### src/rtl/ram_access_ctrl_pkg.sv
// Shared types for the internal-RAM access sequencer: op codes, FSM states, widths
// and small op-classification helpers.
package ram_access_ctrl_pkg;

  localparam int AW = 8;
  localparam int DW = 8;

  typedef enum logic [2:0] {
    OP_RD_BYTE = 3'd0,
    OP_WR_BYTE = 3'd1,
    OP_RD_BIT  = 3'd2,
    OP_WR_BIT  = 3'd3,
    OP_SETB    = 3'd4,
    OP_CLRB    = 3'd5,
    OP_CPLB    = 3'd6,
    OP_INC_DEC = 3'd7
  } op_t;

  typedef enum logic [2:0] {
    ST_IDLE    = 3'd0,
    ST_READ    = 3'd1,
    ST_CAPTURE = 3'd2,
    ST_WRITE   = 3'd3,
    ST_RESP    = 3'd4
  } state_t;

  function automatic logic is_bit_op(input op_t op);
    return (op == OP_RD_BIT) || (op == OP_WR_BIT) || (op == OP_SETB) ||
           (op == OP_CLRB) || (op == OP_CPLB);
  endfunction

  function automatic logic needs_read(input op_t op);
    return (op != OP_WR_BYTE) && (op != OP_WR_BIT);
  endfunction

  function automatic logic needs_write(input op_t op);
    return (op != OP_RD_BYTE) && (op != OP_RD_BIT);
  endfunction

endpackage

### src/rtl/ram_access_ctrl_if.sv
// Request/response channel from the execute stage plus the bus to the internal RAM.
// The sequencer uses the slave modport; the CPU/RAM environment uses master.
interface ram_access_ctrl_if;
  import ram_access_ctrl_pkg::*;

  logic          req_valid;
  logic          req_ready;
  op_t           req_op;
  logic [AW-1:0] req_addr;
  logic [DW-1:0] req_data;
  logic          req_bit;
  logic          resp_valid;
  logic [DW-1:0] resp_data;
  logic          resp_bit;
  logic          resp_err;
  logic          ram_rd;
  logic          ram_wr;
  logic          ram_is_bit_addr;
  logic [AW-1:0] ram_addr;
  logic [DW-1:0] ram_in_data;
  logic          ram_in_bit_data;
  logic [DW-1:0] ram_out_data;
  logic          ram_out_bit_data;

  modport slave (
    input  req_valid, req_op, req_addr, req_data, req_bit,
    input  ram_out_data, ram_out_bit_data,
    output req_ready, resp_valid, resp_data, resp_bit, resp_err,
    output ram_rd, ram_wr, ram_is_bit_addr, ram_addr, ram_in_data, ram_in_bit_data
  );

  modport master (
    output req_valid, req_op, req_addr, req_data, req_bit,
    output ram_out_data, ram_out_bit_data,
    input  req_ready, resp_valid, resp_data, resp_bit, resp_err,
    input  ram_rd, ram_wr, ram_is_bit_addr, ram_addr, ram_in_data, ram_in_bit_data
  );

endinterface

### src/rtl/ram_access_ctrl_rmw_alu.sv
// Combinational modify step of read-modify-write ops: turns the captured byte/bit
// into the value to write back (or to return, for plain reads).
module rmw_alu
  import ram_access_ctrl_pkg::*;
(
  input  op_t           op,
  input  logic          dec,
  input  logic [DW-1:0] byte_in,
  input  logic          bit_in,
  output logic [DW-1:0] byte_out,
  output logic          bit_out
);

  localparam logic [DW-1:0] ONE = {{(DW-1){1'b0}}, 1'b1};

  always_comb begin
    byte_out = byte_in;
    bit_out  = bit_in;
    case (op)
      OP_SETB:    bit_out  = 1'b1;
      OP_CLRB:    bit_out  = 1'b0;
      OP_CPLB:    bit_out  = ~bit_in;
      OP_INC_DEC: byte_out = dec ? (byte_in - ONE) : (byte_in + ONE);
      default:    ;
    endcase
  end

endmodule

### src/rtl/ram_access_ctrl.sv
// Sequencer between the execute stage and the internal data RAM: one op in flight,
// read/capture/write/respond stages, SFR-range addresses rejected without RAM access.
module ram_access_ctrl
  import ram_access_ctrl_pkg::*;
(
  input  logic        clk,
  input  logic        rst_n,
  ram_access_ctrl_if.slave bus
);

  state_t        state_reg, state_next;
  op_t           op_reg;
  logic [AW-1:0] addr_reg;
  logic          dec_reg;
  logic          err_reg;
  logic [DW-1:0] res_byte_reg;
  logic          res_bit_reg;
  logic          resp_valid_reg;
  logic [DW-1:0] resp_data_reg;
  logic          resp_bit_reg;
  logic          resp_err_reg;

  logic          xfer;
  logic [DW-1:0] alu_byte;
  logic          alu_bit;
  logic          rd_drive, wr_drive, is_bit_drive, in_bit_drive;
  logic [AW-1:0] addr_drive;
  logic [DW-1:0] in_data_drive;

  assign xfer = bus.req_valid && (state_reg == ST_IDLE);

  rmw_alu u_rmw_alu (
    .op       (op_reg),
    .dec      (dec_reg),
    .byte_in  (bus.ram_out_data),
    .bit_in   (bus.ram_out_bit_data),
    .byte_out (alu_byte),
    .bit_out  (alu_bit)
  );

  always_ff @(posedge clk or negedge rst_n) begin
    if (!rst_n) begin
      state_reg      <= ST_IDLE;
      op_reg         <= OP_RD_BYTE;
      addr_reg       <= '0;
      dec_reg        <= 1'b0;
      err_reg        <= 1'b0;
      res_byte_reg   <= '0;
      res_bit_reg    <= 1'b0;
      resp_valid_reg <= 1'b0;
      resp_data_reg  <= '0;
      resp_bit_reg   <= 1'b0;
      resp_err_reg   <= 1'b0;
    end else begin
      state_reg      <= state_next;
      resp_valid_reg <= (state_reg == ST_RESP);
      // Write ops carry their data straight through res_*; read ops overwrite it in CAPTURE.
      if (xfer) begin
        op_reg       <= bus.req_op;
        addr_reg     <= bus.req_addr;
        dec_reg      <= bus.req_data[0];
        err_reg      <= bus.req_addr[AW-1];
        res_byte_reg <= bus.req_data;
        res_bit_reg  <= bus.req_bit;
      end
      if (state_reg == ST_CAPTURE) begin
        res_byte_reg <= alu_byte;
        res_bit_reg  <= alu_bit;
      end
      if (state_reg == ST_RESP) begin
        resp_err_reg  <= err_reg;
        resp_data_reg <= (err_reg || is_bit_op(op_reg)) ? '0 : res_byte_reg;
        resp_bit_reg  <= (!err_reg && is_bit_op(op_reg)) ? res_bit_reg : 1'b0;
      end
    end
  end

  // Outside READ/WRITE the RAM must see is_bit_addr=1, otherwise it performs a byte write.
  always_comb begin
    state_next    = state_reg;
    rd_drive      = 1'b0;
    wr_drive      = 1'b0;
    is_bit_drive  = 1'b1;
    addr_drive    = '0;
    in_data_drive = '0;
    in_bit_drive  = 1'b0;
    case (state_reg)
      ST_IDLE: begin
        if (bus.req_valid) begin
          if (bus.req_addr[AW-1])          state_next = ST_RESP;
          else if (needs_read(bus.req_op)) state_next = ST_READ;
          else                             state_next = ST_WRITE;
        end
      end
      ST_READ: begin
        rd_drive     = 1'b1;
        is_bit_drive = is_bit_op(op_reg);
        addr_drive   = addr_reg;
        state_next   = ST_CAPTURE;
      end
      ST_CAPTURE: begin
        state_next = needs_write(op_reg) ? ST_WRITE : ST_RESP;
      end
      ST_WRITE: begin
        wr_drive     = 1'b1;
        is_bit_drive = is_bit_op(op_reg);
        addr_drive   = addr_reg;
        if (is_bit_op(op_reg)) in_bit_drive  = res_bit_reg;
        else                   in_data_drive = res_byte_reg;
        state_next   = ST_RESP;
      end
      ST_RESP: state_next = ST_IDLE;
      default: state_next = ST_IDLE;
    endcase
  end

  assign bus.req_ready       = (state_reg == ST_IDLE);
  assign bus.resp_valid      = resp_valid_reg;
  assign bus.resp_data       = resp_data_reg;
  assign bus.resp_bit        = resp_bit_reg;
  assign bus.resp_err        = resp_err_reg;
  assign bus.ram_rd          = rd_drive;
  assign bus.ram_wr          = wr_drive;
  assign bus.ram_is_bit_addr = is_bit_drive;
  assign bus.ram_addr        = addr_drive;
  assign bus.ram_in_data     = in_data_drive;
  assign bus.ram_in_bit_data = in_bit_drive;

endmodule

### src/flat_wrapper.sv
// flat-port wrapper written by rule: the top's interface ports become plain ports
module ram_access_ctrl_flat import ram_access_ctrl_pkg::*;
  (clk, rst_n, bus_req_valid, bus_req_op, bus_req_addr, bus_req_data, bus_req_bit, bus_ram_out_data, bus_ram_out_bit_data, bus_req_ready, bus_resp_valid, bus_resp_data, bus_resp_bit, bus_resp_err, bus_ram_rd, bus_ram_wr, bus_ram_is_bit_addr, bus_ram_addr, bus_ram_in_data, bus_ram_in_bit_data);
  ram_access_ctrl_if bus_i ();
  input  logic clk;
  input  logic rst_n;
  input wire logic [$bits(bus_i.req_valid)-1:0] bus_req_valid;
  input wire logic [$bits(bus_i.req_op)-1:0] bus_req_op;
  input wire logic [$bits(bus_i.req_addr)-1:0] bus_req_addr;
  input wire logic [$bits(bus_i.req_data)-1:0] bus_req_data;
  input wire logic [$bits(bus_i.req_bit)-1:0] bus_req_bit;
  input wire logic [$bits(bus_i.ram_out_data)-1:0] bus_ram_out_data;
  input wire logic [$bits(bus_i.ram_out_bit_data)-1:0] bus_ram_out_bit_data;
  output wire logic [$bits(bus_i.req_ready)-1:0] bus_req_ready;
  output wire logic [$bits(bus_i.resp_valid)-1:0] bus_resp_valid;
  output wire logic [$bits(bus_i.resp_data)-1:0] bus_resp_data;
  output wire logic [$bits(bus_i.resp_bit)-1:0] bus_resp_bit;
  output wire logic [$bits(bus_i.resp_err)-1:0] bus_resp_err;
  output wire logic [$bits(bus_i.ram_rd)-1:0] bus_ram_rd;
  output wire logic [$bits(bus_i.ram_wr)-1:0] bus_ram_wr;
  output wire logic [$bits(bus_i.ram_is_bit_addr)-1:0] bus_ram_is_bit_addr;
  output wire logic [$bits(bus_i.ram_addr)-1:0] bus_ram_addr;
  output wire logic [$bits(bus_i.ram_in_data)-1:0] bus_ram_in_data;
  output wire logic [$bits(bus_i.ram_in_bit_data)-1:0] bus_ram_in_bit_data;
  assign bus_i.req_valid = bus_req_valid;
  assign bus_i.req_op = bus_req_op;
  assign bus_i.req_addr = bus_req_addr;
  assign bus_i.req_data = bus_req_data;
  assign bus_i.req_bit = bus_req_bit;
  assign bus_i.ram_out_data = bus_ram_out_data;
  assign bus_i.ram_out_bit_data = bus_ram_out_bit_data;
  assign bus_req_ready = bus_i.req_ready;
  assign bus_resp_valid = bus_i.resp_valid;
  assign bus_resp_data = bus_i.resp_data;
  assign bus_resp_bit = bus_i.resp_bit;
  assign bus_resp_err = bus_i.resp_err;
  assign bus_ram_rd = bus_i.ram_rd;
  assign bus_ram_wr = bus_i.ram_wr;
  assign bus_ram_is_bit_addr = bus_i.ram_is_bit_addr;
  assign bus_ram_addr = bus_i.ram_addr;
  assign bus_ram_in_data = bus_i.ram_in_data;
  assign bus_ram_in_bit_data = bus_i.ram_in_bit_data;
  ram_access_ctrl u_core (.clk(clk), .rst_n(rst_n), .bus(bus_i));
endmodule
### config.mk
export PLATFORM = sky130hd
export DESIGN_NAME = ram_access_ctrl_flat
export DESIGN_NICKNAME = d
export VERILOG_FILES = /design/src/rtl/ram_access_ctrl_pkg.sv /design/src/rtl/ram_access_ctrl_if.sv /design/src/rtl/ram_access_ctrl_rmw_alu.sv /design/src/rtl/ram_access_ctrl.sv /design/src/flat_wrapper.sv
export SDC_FILE = /design/constraint.sdc
export NUM_CORES = 1
export LEC_CHECK = 0
export ABC_CLOCK_PERIOD_IN_PS = 2500
export BUFFER_PORTS_ARGS = -buffer_cell sky130_fd_sc_hd__buf_2
export CAP_MARGIN = 20
export CELL_PAD_IN_SITES_DETAIL_PLACEMENT = 1
export CELL_PAD_IN_SITES_GLOBAL_PLACEMENT = 1
export CORE_AREA = 2 2 78 80
export DETAILED_ROUTE_END_ITERATION = 12
export DIE_AREA = 0 0 80 82
export GPL_TIMING_DRIVEN = 0
export PLACE_DENSITY_LB_ADDON = 0.08
export SLEW_MARGIN = 20
export SYNTH_ARGS = -nofsm -noshare
export SYNTH_HDL_FRONTEND = slang
export SYNTH_SLANG_ARGS = --single-unit
### constraint.sdc
create_clock -name clk -period 2.5 [get_ports clk]
set_input_delay 0.375 -clock clk [delete_from_list [all_inputs] [get_ports clk]]
set_output_delay 0.375 -clock clk [all_outputs]
set_load 0.1 [all_outputs]
==> impl_metrics.csv <==
group,metric,value,unit
synthesis,async_reset_ff_share,100,%
final_layout,finalNetCount,328,
power_and_ir_drop,internal_power,1.71,mW
synthesis,ys_ff_latch,35,
synthesis,synth-edff-count,0,
place,place_area,2440,sq um
power_and_ir_drop,sw_frac_of_total,53.8,%
power_and_ir_drop,power_density,1440,nW/um^2
critical_path,critPathLaunchType,"flip-flop",
timing,clock_skew,0.00931,ns
power_and_ir_drop,p_leak,1.30,nW
grt,grt_pass1_vias,1771,
synthesis,ys.flop_type,"dfrtp_1",
floorplanning,die_area,6560,sq um
run_status,status,"completed",
grt,grt_util_all_layers,17.9,%
synthesis,avgSynthCellArea,9.22,sq um
critical_path,r2r_start,"u_core.dec_reg",
timing,hold_viol_final,0,
place,portBuffers,62,
timing,rsz0062_at_grt,"no",
final_layout,fin_area,2570,sq um
synthesis,yosysMostFrequentCell,"nand2_1",
power_and_ir_drop,combinationalPowerShare,59.3,%
synthesis,syn_area,2030,sq um
floorplanning,rows,28,
cts,cts.hold.buffers_added,0,
critical_path,crit_required,2.12,ns
route,ant_nets,0,
cts,path_clk_slew,0.08,ns
critical_path,crit_fanout,10,
route,dr.pass1.iters,4,
cts,clk_latency,0.29,ns
final_layout,drive_above_1_share,33.4,%
synthesis,yosysTopAreaCell,"dfrtp_1",
power_and_ir_drop,power_frac_seq,28.4,%
timing,finalCritPeriodShare,94.1,%
cts,cts_root_buffer,"clkbuf_8",
critical_path,reg2regPathDepth,7,
floorplanning,start_util,35.3,%
run,cap_violations,0,
final_layout,areaGrowthSynthToFinish,26.8,%
critical_path,end_kind,"output pin",
timing,tightest_slew,0.829,ns
grt,grt_antenna_before_repair,0,
cts,cts_buffers,5,
route,wl_per_cell,14.7,um
place,place_hpwl,4140,um
timing,slew_viol_final,0,
cts,cts_tree,"yes",
synthesis,synthCells,220,
timing,period_needed,2.35,ns
timing,relSlewSlack,44.8,%
cts,h-tree-depth,2,
grt,grt_max_degree,36,
synthesis,synth_fp_nets,259,
critical_path,critical_path_class,"reg -> out",
timing,fmax,425,MHz
synthesis,yosys_warnings,0,
synthesis,synth.top_cells.by_count,"nand2_1, dfrtp_1, and2_1",
route,drt_wl_total,5370,um
place,gp_congestion,0.754,
route,drc_errors,0,
grt,grt_pass1_wl,8870,um
final_layout,nFillCells,733,
power_and_ir_drop,irDropWorstVdd,0.636,mV
synthesis,ys_types,48,
min_path,hp-class,"in -> async",
grt,grt.overflow.total,0,
final_layout,diodes,0,
synthesis,synth_top_area_share,43.2,%
floorplanning,fp.dieW,80,um
route,vias,1823,
power_and_ir_drop,pwr-share-clk,12.3,%
route,viasPerCell,4.99,
power_and_ir_drop,p_sw,1.99,mW
floorplanning,fp.dieH,82,um
route,drtIter0Drc,57,
timing,finalSetupViolations,0,
cts,clock_sinks,35,
synthesis,synthTopCellsByArea,"dfrtp_1, nand2_1, and2_1, ha_1, a22o_1",
floorplanning,core,5750,sq um
synthesis,ys_seq_area_share,43.2,%
timing,tns,0,ns
floorplanning,ioPinCount,64,
critical_path,critPathArrivalTime,1.98,ns
critical_path,reg2reg_to,"u_core.res_byte_reg[6]",
cts,clock_path_buffers,2,
critical_path,ff2ff_setup_slack,0.49,ns
-- repair_timing --
item	CTS	global route
setup endpoints to repair	8	8
setup buffers	0	0
gates resized for setup	8	3
-- power by group through the flow --
stage	Clock [mW]	Combinational, mW	Sequential, mW
global placement	0	2.18	1.06
floorplan	0	1.43	1.39
global route	0.498	2.40	1.09
CTS	0.476	2.22	1.06
detailed placement	0	2.21	1.07
finish	0.455	2.20	1.05
-- layout make-up --
cell class | count | area, sq um | area share, %
inverters | 6 | 22.5 | 0.876
multi-input cells | 172 | 1090 | 42.3
clock buffers | 8 | 100 | 3.89
flip-flops and latches | 35 | 876 | 34.1
plain buffers | 7 | 55.1 | 2.14
repair buffers | 62 | 337 | 13.1
well taps | 75 | 93.8 | 3.65
-- cells in the final DEF, fill, tap and decap left out, types with 4 or more instances in the layout --
cell type	n
nand2_1	55
buf_2	55
dfrtp_1	35
and2_1	17
nor2_1	8
a22o_1	8
buf_4	8
a21oi_1	8
o21ai_0	7
clkbuf_8	7
inv_1	6
ha_1	6
a31oi_1	5
buf_6	4
nor2_2	4
o21ai_1	4
xnor2_1	4
a211oi_1	4
-- stage by stage --
stage | total power [mW] | cells | utilization, % | hold WS [ns] | worst slack, ns
after floorplan | 2.82 | 220 | - | 0.0794 | 0.159
after global placement | 3.24 | 357 | 42.5 | 0.450 | 0.231
after detailed placement | 3.27 | 357 | 42.5 | 0.455 | 0.235
after CTS | 3.75 | 365 | 44.6 | 0.204 | 0.0292
after global routing | 3.99 | 365 | 44.8 | 0.242 | 0.00302
final | 3.70 | 365 | 44.8 | 0.181 | 0.147
-- layer usage --
metal,GRT usage [%],wire (um),vias to the layer above
met5,0,0,-
met3,4.95,288,4
li1,-,-,905
met2,27.0,2390,42
met4,5.08,52,0
met1,25.1,2650,872
-- worst max-delay path by stage --
stage	start	end	slack, ns	cells past startpoint
floorplan	u_core.op_reg[2]	bus_ram_is_bit_addr	0.16	3
global placement	u_core.state_reg[2]	bus_ram_in_data[7]	0.23	5
detailed placement	u_core.state_reg[2]	bus_ram_in_data[5]	0.23	5
CTS	u_core.state_reg[2]	bus_ram_in_data[5]	0.03	5
global route	u_core.state_reg[2]	bus_ram_in_data[7]	0.003	5
finish	u_core.state_reg[2]	bus_ram_in_data[7]	0.15	5
-- cell families (layout without fill, tap and decap cells) --
group | Yosys count | in the layout | share of synthesized area, %
compound gates | 56 | 56 | 19.6
xor+xnor | 4 | 4 | 1.73
fa+ha+maj | 7 | 7 | 4.69
buf+inv | 13 | 83 | 3.82
flops | 35 | 35 | 43.2
mux | 1 | 1 | 0.555
simple gates | 104 | 104 | 26.5
-- critical path, cell delays in order, from the launching register on --
cell     delay (ns)
dfrtp_1        0.49
and2b_4        0.37
nand2_1        0.17
nor2_4         0.21
and2_1         0.16
buf_4          0.29
(Power assumes the default switching activity.)
